File: src/rtl/d5m_stream_gen.sv
// D5M-style FVAL/LVAL/12-bit pixel stream generator with deterministic test patterns.
// Stands in for the camera header so the capture chain can run without a sensor.
module d5m_stream_gen #(
    parameter int unsigned ACT_W    = 1280,
    parameter int unsigned ACT_H    = 960,
    parameter int unsigned HBLANK   = 16,
    parameter int unsigned VBLANK   = 32,
    parameter int unsigned FV_LEAD  = 4,
    parameter int unsigned FV_TRAIL = 4
) (
    input  logic        iCLK,
    input  logic        iRST,
    input  logic        iSTART,
    input  logic        iEND,
    input  logic [1:0]  iPATTERN,
    output logic [11:0] oD,
    output logic        oFVAL,
    output logic        oLVAL,
    output logic [15:0] oX,
    output logic [15:0] oY,
    output logic [31:0] oFrame_Cont,
    output logic        oBUSY
);

    localparam logic [15:0] LastX     = 16'(ACT_W - 1);
    localparam logic [15:0] LastY     = 16'(ACT_H - 1);
    localparam logic [15:0] LastHb    = 16'(HBLANK - 1);
    localparam logic [15:0] LastVb    = 16'(VBLANK - 1);
    localparam logic [15:0] LastLead  = 16'(FV_LEAD - 1);
    localparam logic [15:0] LastTrail = 16'(FV_TRAIL - 1);

    typedef enum logic [2:0] {
        StIdle,
        StLead,
        StLine,
        StHblank,
        StTrail,
        StVblank
    } state_e;

    state_e      state_q, state_d;
    logic [15:0] cnt_q, cnt_d;
    logic [15:0] y_d;
    logic [31:0] frame_d;
    logic [1:0]  pat_q, pat_d;
    logic        stop_q, stop_d;
    logic [11:0] d_d;

    // cnt counts cycles within the current state; in LINE it is the column.
    always_comb begin
        state_d = state_q;
        cnt_d   = cnt_q;
        y_d     = oY;
        frame_d = oFrame_Cont;
        pat_d   = pat_q;
        stop_d  = stop_q | (iEND && (state_q != StIdle));

        unique case (state_q)
            StIdle: begin
                if (iSTART && !iEND) begin
                    state_d = StLead;
                    cnt_d   = '0;
                    y_d     = '0;
                    pat_d   = iPATTERN;
                    stop_d  = 1'b0;
                end
            end
            StLead: begin
                if (cnt_q == LastLead) begin
                    state_d = StLine;
                    cnt_d   = '0;
                end else begin
                    cnt_d = cnt_q + 16'd1;
                end
            end
            StLine: begin
                if (cnt_q == LastX) begin
                    cnt_d   = '0;
                    state_d = (oY == LastY) ? StTrail : StHblank;
                end else begin
                    cnt_d = cnt_q + 16'd1;
                end
            end
            StHblank: begin
                if (cnt_q == LastHb) begin
                    state_d = StLine;
                    cnt_d   = '0;
                    y_d     = oY + 16'd1;
                end else begin
                    cnt_d = cnt_q + 16'd1;
                end
            end
            StTrail: begin
                if (cnt_q == LastTrail) begin
                    cnt_d   = '0;
                    y_d     = '0;
                    frame_d = oFrame_Cont + 32'd1;
                    if (stop_d) begin
                        state_d = StIdle;
                        stop_d  = 1'b0;
                    end else begin
                        state_d = StVblank;
                    end
                end else begin
                    cnt_d = cnt_q + 16'd1;
                end
            end
            StVblank: begin
                if (cnt_q == LastVb) begin
                    state_d = StLead;
                    cnt_d   = '0;
                    pat_d   = iPATTERN;
                end else begin
                    cnt_d = cnt_q + 16'd1;
                end
            end
            default: state_d = StIdle;
        endcase
    end

    // Pixel value for the upcoming cycle, from next-state column/line/frame.
    always_comb begin
        d_d = '0;
        if (state_d == StLine) begin
            unique case (pat_d)
                2'd0: d_d = cnt_d[11:0];
                2'd1: d_d = y_d[11:0];
                2'd2: begin
                    if (!y_d[0]) d_d = cnt_d[0] ? 12'hFFF : 12'h800;
                    else         d_d = cnt_d[0] ? 12'h800 : 12'h000;
                end
                default: d_d = cnt_d[11:0] + y_d[11:0] + frame_d[11:0];
            endcase
        end
    end

    always_ff @(posedge iCLK) begin
        if (iRST) begin
            state_q     <= StIdle;
            cnt_q       <= '0;
            pat_q       <= '0;
            stop_q      <= 1'b0;
            oD          <= '0;
            oFVAL       <= 1'b0;
            oLVAL       <= 1'b0;
            oX          <= '0;
            oY          <= '0;
            oFrame_Cont <= '0;
            oBUSY       <= 1'b0;
        end else begin
            state_q     <= state_d;
            cnt_q       <= cnt_d;
            pat_q       <= pat_d;
            stop_q      <= stop_d;
            oD          <= d_d;
            oFVAL       <= (state_d != StIdle) && (state_d != StVblank);
            oLVAL       <= (state_d == StLine);
            oX          <= (state_d == StLine) ? cnt_d : 16'd0;
            oY          <= y_d;
            oFrame_Cont <= frame_d;
            oBUSY       <= (state_d != StIdle);
        end
    end

endmodule
File: config.mk
export PLATFORM = sky130hd
export DESIGN_NAME = d5m_stream_gen
export DESIGN_NICKNAME = d
export VERILOG_FILES = /design/src/rtl/d5m_stream_gen.sv
export SDC_FILE = /design/constraint.sdc
export NUM_CORES = 1
export LEC_CHECK = 0
export BUFFER_PORTS_ARGS = -buffer_cell sky130_fd_sc_hd__buf_4
export CAP_MARGIN = 20
export CORE_ASPECT_RATIO = 2
export CORE_MARGIN = 3
export CORE_UTILIZATION = 44
export DETAILED_ROUTE_END_ITERATION = 10
export HOLD_SLACK_MARGIN = 0.12
export MAX_ROUTING_LAYER = met4
export PLACE_DENSITY = 0.67
export SYNTH_ARGS = -nofsm -noshare
export SYNTH_HDL_FRONTEND = slang
export SYNTH_SLANG_ARGS = --single-unit
export TNS_END_PERCENT = 30
File: constraint.sdc
create_clock -name iCLK -period 4.6 [get_ports iCLK]
set_input_delay 0.23 -clock iCLK [delete_from_list [all_inputs] [get_ports iCLK]]
set_output_delay 0.23 -clock iCLK [all_outputs]
set_load 0.01 [all_outputs]
# After elaboration in Yosys (flattened, before gate mapping)
# Index checks and enable logic that the tools add are counted.
# totals
latchBits	0
ramBits	0
out_inout_bits	79
memories	0
wordCells	81
romBits	0
regBits	101
# op_classes
order_cmp	0
n_eq_ne	17
n_mux	31
bitwise	2
shifts	0
mul	0
reduce_logical	13
n_div	0
add_sub_neg	5
# ops
operator	n
$mux 16	8
$pmux 16 s5	1
$mux 12	4
$pmux 16 s3	1
$pmux 12 s3	1
$add 16x1->16 const B	2
$add 32x1->32 const B	1
$add 12x12->12	2
$mux 3	8
$pmux 3 s6	1
$eq 16x10->1 const B	1
$eq 16x11->1 const B	1
$eq 16x2->1 const B	1
$eq 16x4->1 const B	1
$eq 16x5->1 const B	1
$mux 11	1
$eq 3x2->1 const B	3
$reduce_bool 3->1	3
$eq 3x3->1 const B	2
$ne 2x2->1 const B	3
$mux 2	2
$pmux 2 s2	1
$reduce_and 4->1	1
$reduce_or 2->1	2
other kinds (13)	16

# Longest topological paths before layout
# depth
depth_word	9
mapped_depth	21
ltp_nobuf	21

# Least setup slack after synthesis
# Ideal clock, no wire load.
# synth_timing
kind	reg2reg
start	reg cnt_q[5]
end	reg oD[11]
setup_time_ns	0.136
slack_ns	0.031
path_stages_with_launch	22
n_path_buf	2
required_time_ns	4.464
arrival_ns	4.433
cell_sequence	dfxtp_1 > buf_2 > or4_4 > nor4_4 > o22ai_1 > or4_4 > buf_2 > a22oi_1 > inv_1 > fa_1 > ha_1 > inv_1 > fa_1 > nor2b_1 > o21ai_0 > a21oi_1 > o21a_1 > o21ai_0 > nand2b_1 > a31oi_1 > xnor2_1 > a31oi_1
# synth_between
elab_chain_len	6
word_cells_on_any_way	35
# synth_rtl
element	line	source
from (decl)	42	logic [15:0] cnt_q, cnt_d;
from (signal assigned)	152	cnt_q <= cnt_d;
$eq 16x5->1 (tied with other cells)	109	if (cnt_q == LastVb) begin
$mux 16 (on tied branches)	n/a	
$pmux 16 s5 *	58	unique case (state_q)
named net cnt_d[1]	42	
$add 12x12->12 * (2 in a row)	132	default: d_d = cnt_d[11:0] + y_d[11:0] + frame_d[11:0];
$pmux 12 s3 *	125	unique case (pat_d)
to (signal assigned)	143	oD <= '0;
to (signal assigned)	155	oD <= d_d;
to (decl)	16	output logic [11:0] oD,
# The timed path passes the listed nets; every way through them passes the cells marked *. The select of a mux whose other input is x is not followed.
# A chain may end at the register's enable or synchronous reset.

# Final worst setup path
# layout_timing
start	reg cnt_q[10]
end	reg oD[11]
# Same word-level chain as after synthesis.

==> results.ini <==
[run_status]
status=complete, no violations

[floorplanning]
dieArea_um2=13900
rows=57
coreArea_um2=12100
die_y_um=164
die_w_um=84.8
initial_core_util_pct=45.1
ios=85

[synthesis]
yosysTopAreaCell=dfxtp_1
synthesis.area_um2=5470
synth_area_leaders=dfxtp_1 (37%), nor2_1 (5.5%), fa_1 (4.4%), nand2_1 (4.1%), o21ai_0 (4.0%)
yosysUniqueCellTypes=59
synthCells=659
yosysTopAreaCellShare_pct=37.0
synth_common_cells=dfxtp_1 (101), nor2_1 (80), nand2_1 (60)
ys_seq_elements=101
yosysMostFrequentCell=dfxtp_1
seq_area_frac_synth_pct=37.0
ys.flop_type=dfxtp_1
synth-edff-count=0
async_flop_share_pct=0
ys_warn_count=0
syn_area_per_cell_um2=8.30
syn_nets=693

[timing]
grt_setup_unrepaired=yes
fmax_mhz=222
period_share_pct=98.0
worst_clock_skew_ns=0.0115
hold_viol=0
finalSetupViolCount=0
layout_min_cycle_time_ns=4.51
worst_pin_slew_ns=0.767
final_max_slew_viol_count=0
relSlewSlack_pct=48.9

[detailed_routing]
drt_pass1_iterations=6
post-route-drc-count=0
routedWlPerCell_um=17.9
drt_iter0_markers=421
vias=5399
finalWirelength_um=17000
detail_route.vias_per_cell=5.67
antenna_left=0

[power]
peakVddDrop_mv=0.187
intPower_w=0.00135
clkPwrFrac_pct=44.0
seqPwrFrac_pct=49.4
cellPowerDensity_nw_per_um2=249
power.leakage_nw=3.08
power.switching_w=0.000431
swShare_pct=24.2
combPwrFrac_pct=6.6

[global_route]
grt_pass1_wl_um=26600
grt_max_degree=72
antenna_found_initial=0
grt_overflow_total=0
grt_pass1_vias=5342
grt_usage_pct=25.1

[clocking]
cts_tree=yes
clk_latency_ns=0.36
htree_num_levels=3
numCtsBuffers=9
cts.clk_slew.worst_paths_ns=0.07
cts.sinks=101
clockRootBuffer=clkbuf_16
cts_buffer_depth=2

[place]
place_hpwl_um=13000
gp_congestion=0.903
placed_area_um2=6650
dp_cells=926
io_buffers=84

[critical_path]
cp.arrival_ns=4.73
cp.required_ns=4.82
path_class=flip-flop to flip-flop
end_kind=flip-flop
critPathLaunchType=flip-flop
crit_fanout=5

[final_layout]
layout.cells.non_filler=952
synthToLayoutAreaGrowth_pct=30.8
nNetsFinal=834
stdcell_area_um2=7150
drive_gt1_share_pct=26.7
diodes=0

[run]
maxCapViolCount=0

[min_path]
hp-class=input port to flip-flop

## final cells by class
cell class,count,area [µm²]
Fill cell,1116,4980
Multi-Input combinational cell,507,3350
Sequential cell,101,2030
Timing Repair Buffer,159,1200
Clock buffer,9,225
Tap cell,147,184
Clock inverter,7,82.6
Inverter,22,82.6
## worst paths after layout
check	cells past startpoint	startpoint	slack [ns]	to
worst max register to register	19	cnt_q[10]	0.09	oD[11]
worst min-delay path	3	iEND	0.22	stop_q
worst max-delay path	19	cnt_q[10]	0.09	oD[11]
worst min register to register	2	oFrame_Cont[31]	0.49	oFrame_Cont[31]
## metrics by stage
step                      util [%]  setup slack (ns)  power (W)  hold slack (ns)  TNS (ns)
after global routing          59.0           -0.0930    0.00184            0.243    -0.240
after CTS                     58.0           0.00409    0.00180            0.212         0
final                         59.0            0.0910    0.00178            0.223         0
after detailed placement      54.8            -0.130    0.00101            0.486    -0.297
after floorplan                  -            0.0306   0.000975            0.434         0
after global placement        54.8           0.00174    0.00101            0.471         0
## critical path: stages (launching register included)
cell,delay [ns]
dfxtp_4,0.36
or4_4,0.55
nor4_4,0.35
o22ai_2,0.13
or4_4,0.58
a22oi_2,0.21
inv_2,0.05
fa_1,0.49
ha_2,0.19
inv_2,0.04
fa_2,0.37
nor2b_2,0.14
o21ai_2,0.08
a21oi_2,0.16
o21a_1,0.17
o21ai_1,0.07
nand2b_1,0.11
a31oi_1,0.10
xnor2_1,0.14
a31oi_1,0.09
## cell usage in the layout (no fill, tap or decap), types with 11 or more instances in the layout
master and instances:
dfxtp_1 100, nand3_1 22, ha_1 13, nand2_1 59, nand4_1 20, buf_4 158
fa_1 11, nor3_1 14, o21ai_0 38, xnor2_1 11, nor2_1 78, a21oi_1 35
and3_1 12, nor2b_1 29, xor2_1 22, inv_1 18
## metal layers
metal	vias up	GRT usage, %	part of all wire [%]
li1	2598	-	-
met1	2590	25.3	37
met2	161	46.1	55
met3	50	3.79	3.5
met4	0	13.0	4.7
met5	-	-	0
## power groups by stage
stage	sequential, W	combinational, W	clock, W
3_5_place_dp	0.000901	0.000111	0
2_1_floorplan	0.000901	0.0000737	0
5_1_grt	0.000881	0.000128	0.000834
6_report	0.000881	0.000117	0.000784
4_1_cts	0.000881	0.000112	0.000807
3_3_place_gp	0.000901	0.000109	0
## sequential cells by signal (all words and copies together) (netlist names), 2 cells and up
signal,cells
oFrame_Cont,32
cnt_q,16
oY,16
oD,12
state_q,3
pat_q,2
oX,16
## cells by family after synthesis
logic type	Yosys count	share of synthesized area (%)
compound gates	140	15.7
xor+xnor	34	5.70
fa+ha+maj	29	8.24
buf+inv	51	3.71
flops	101	37.0
mux	7	1.35
simple gates	297	28.3
## what timing repair did
item | 4_1_cts | 5_1_grt
gates resized for setup | 9 | 25
buffers inserted | 4 | 6
endpoints found under the setup margin | 4 | 6
pin swaps | 9 | 24
hold buffers | 0 | 0
Power figures use the tool's default switching activity.
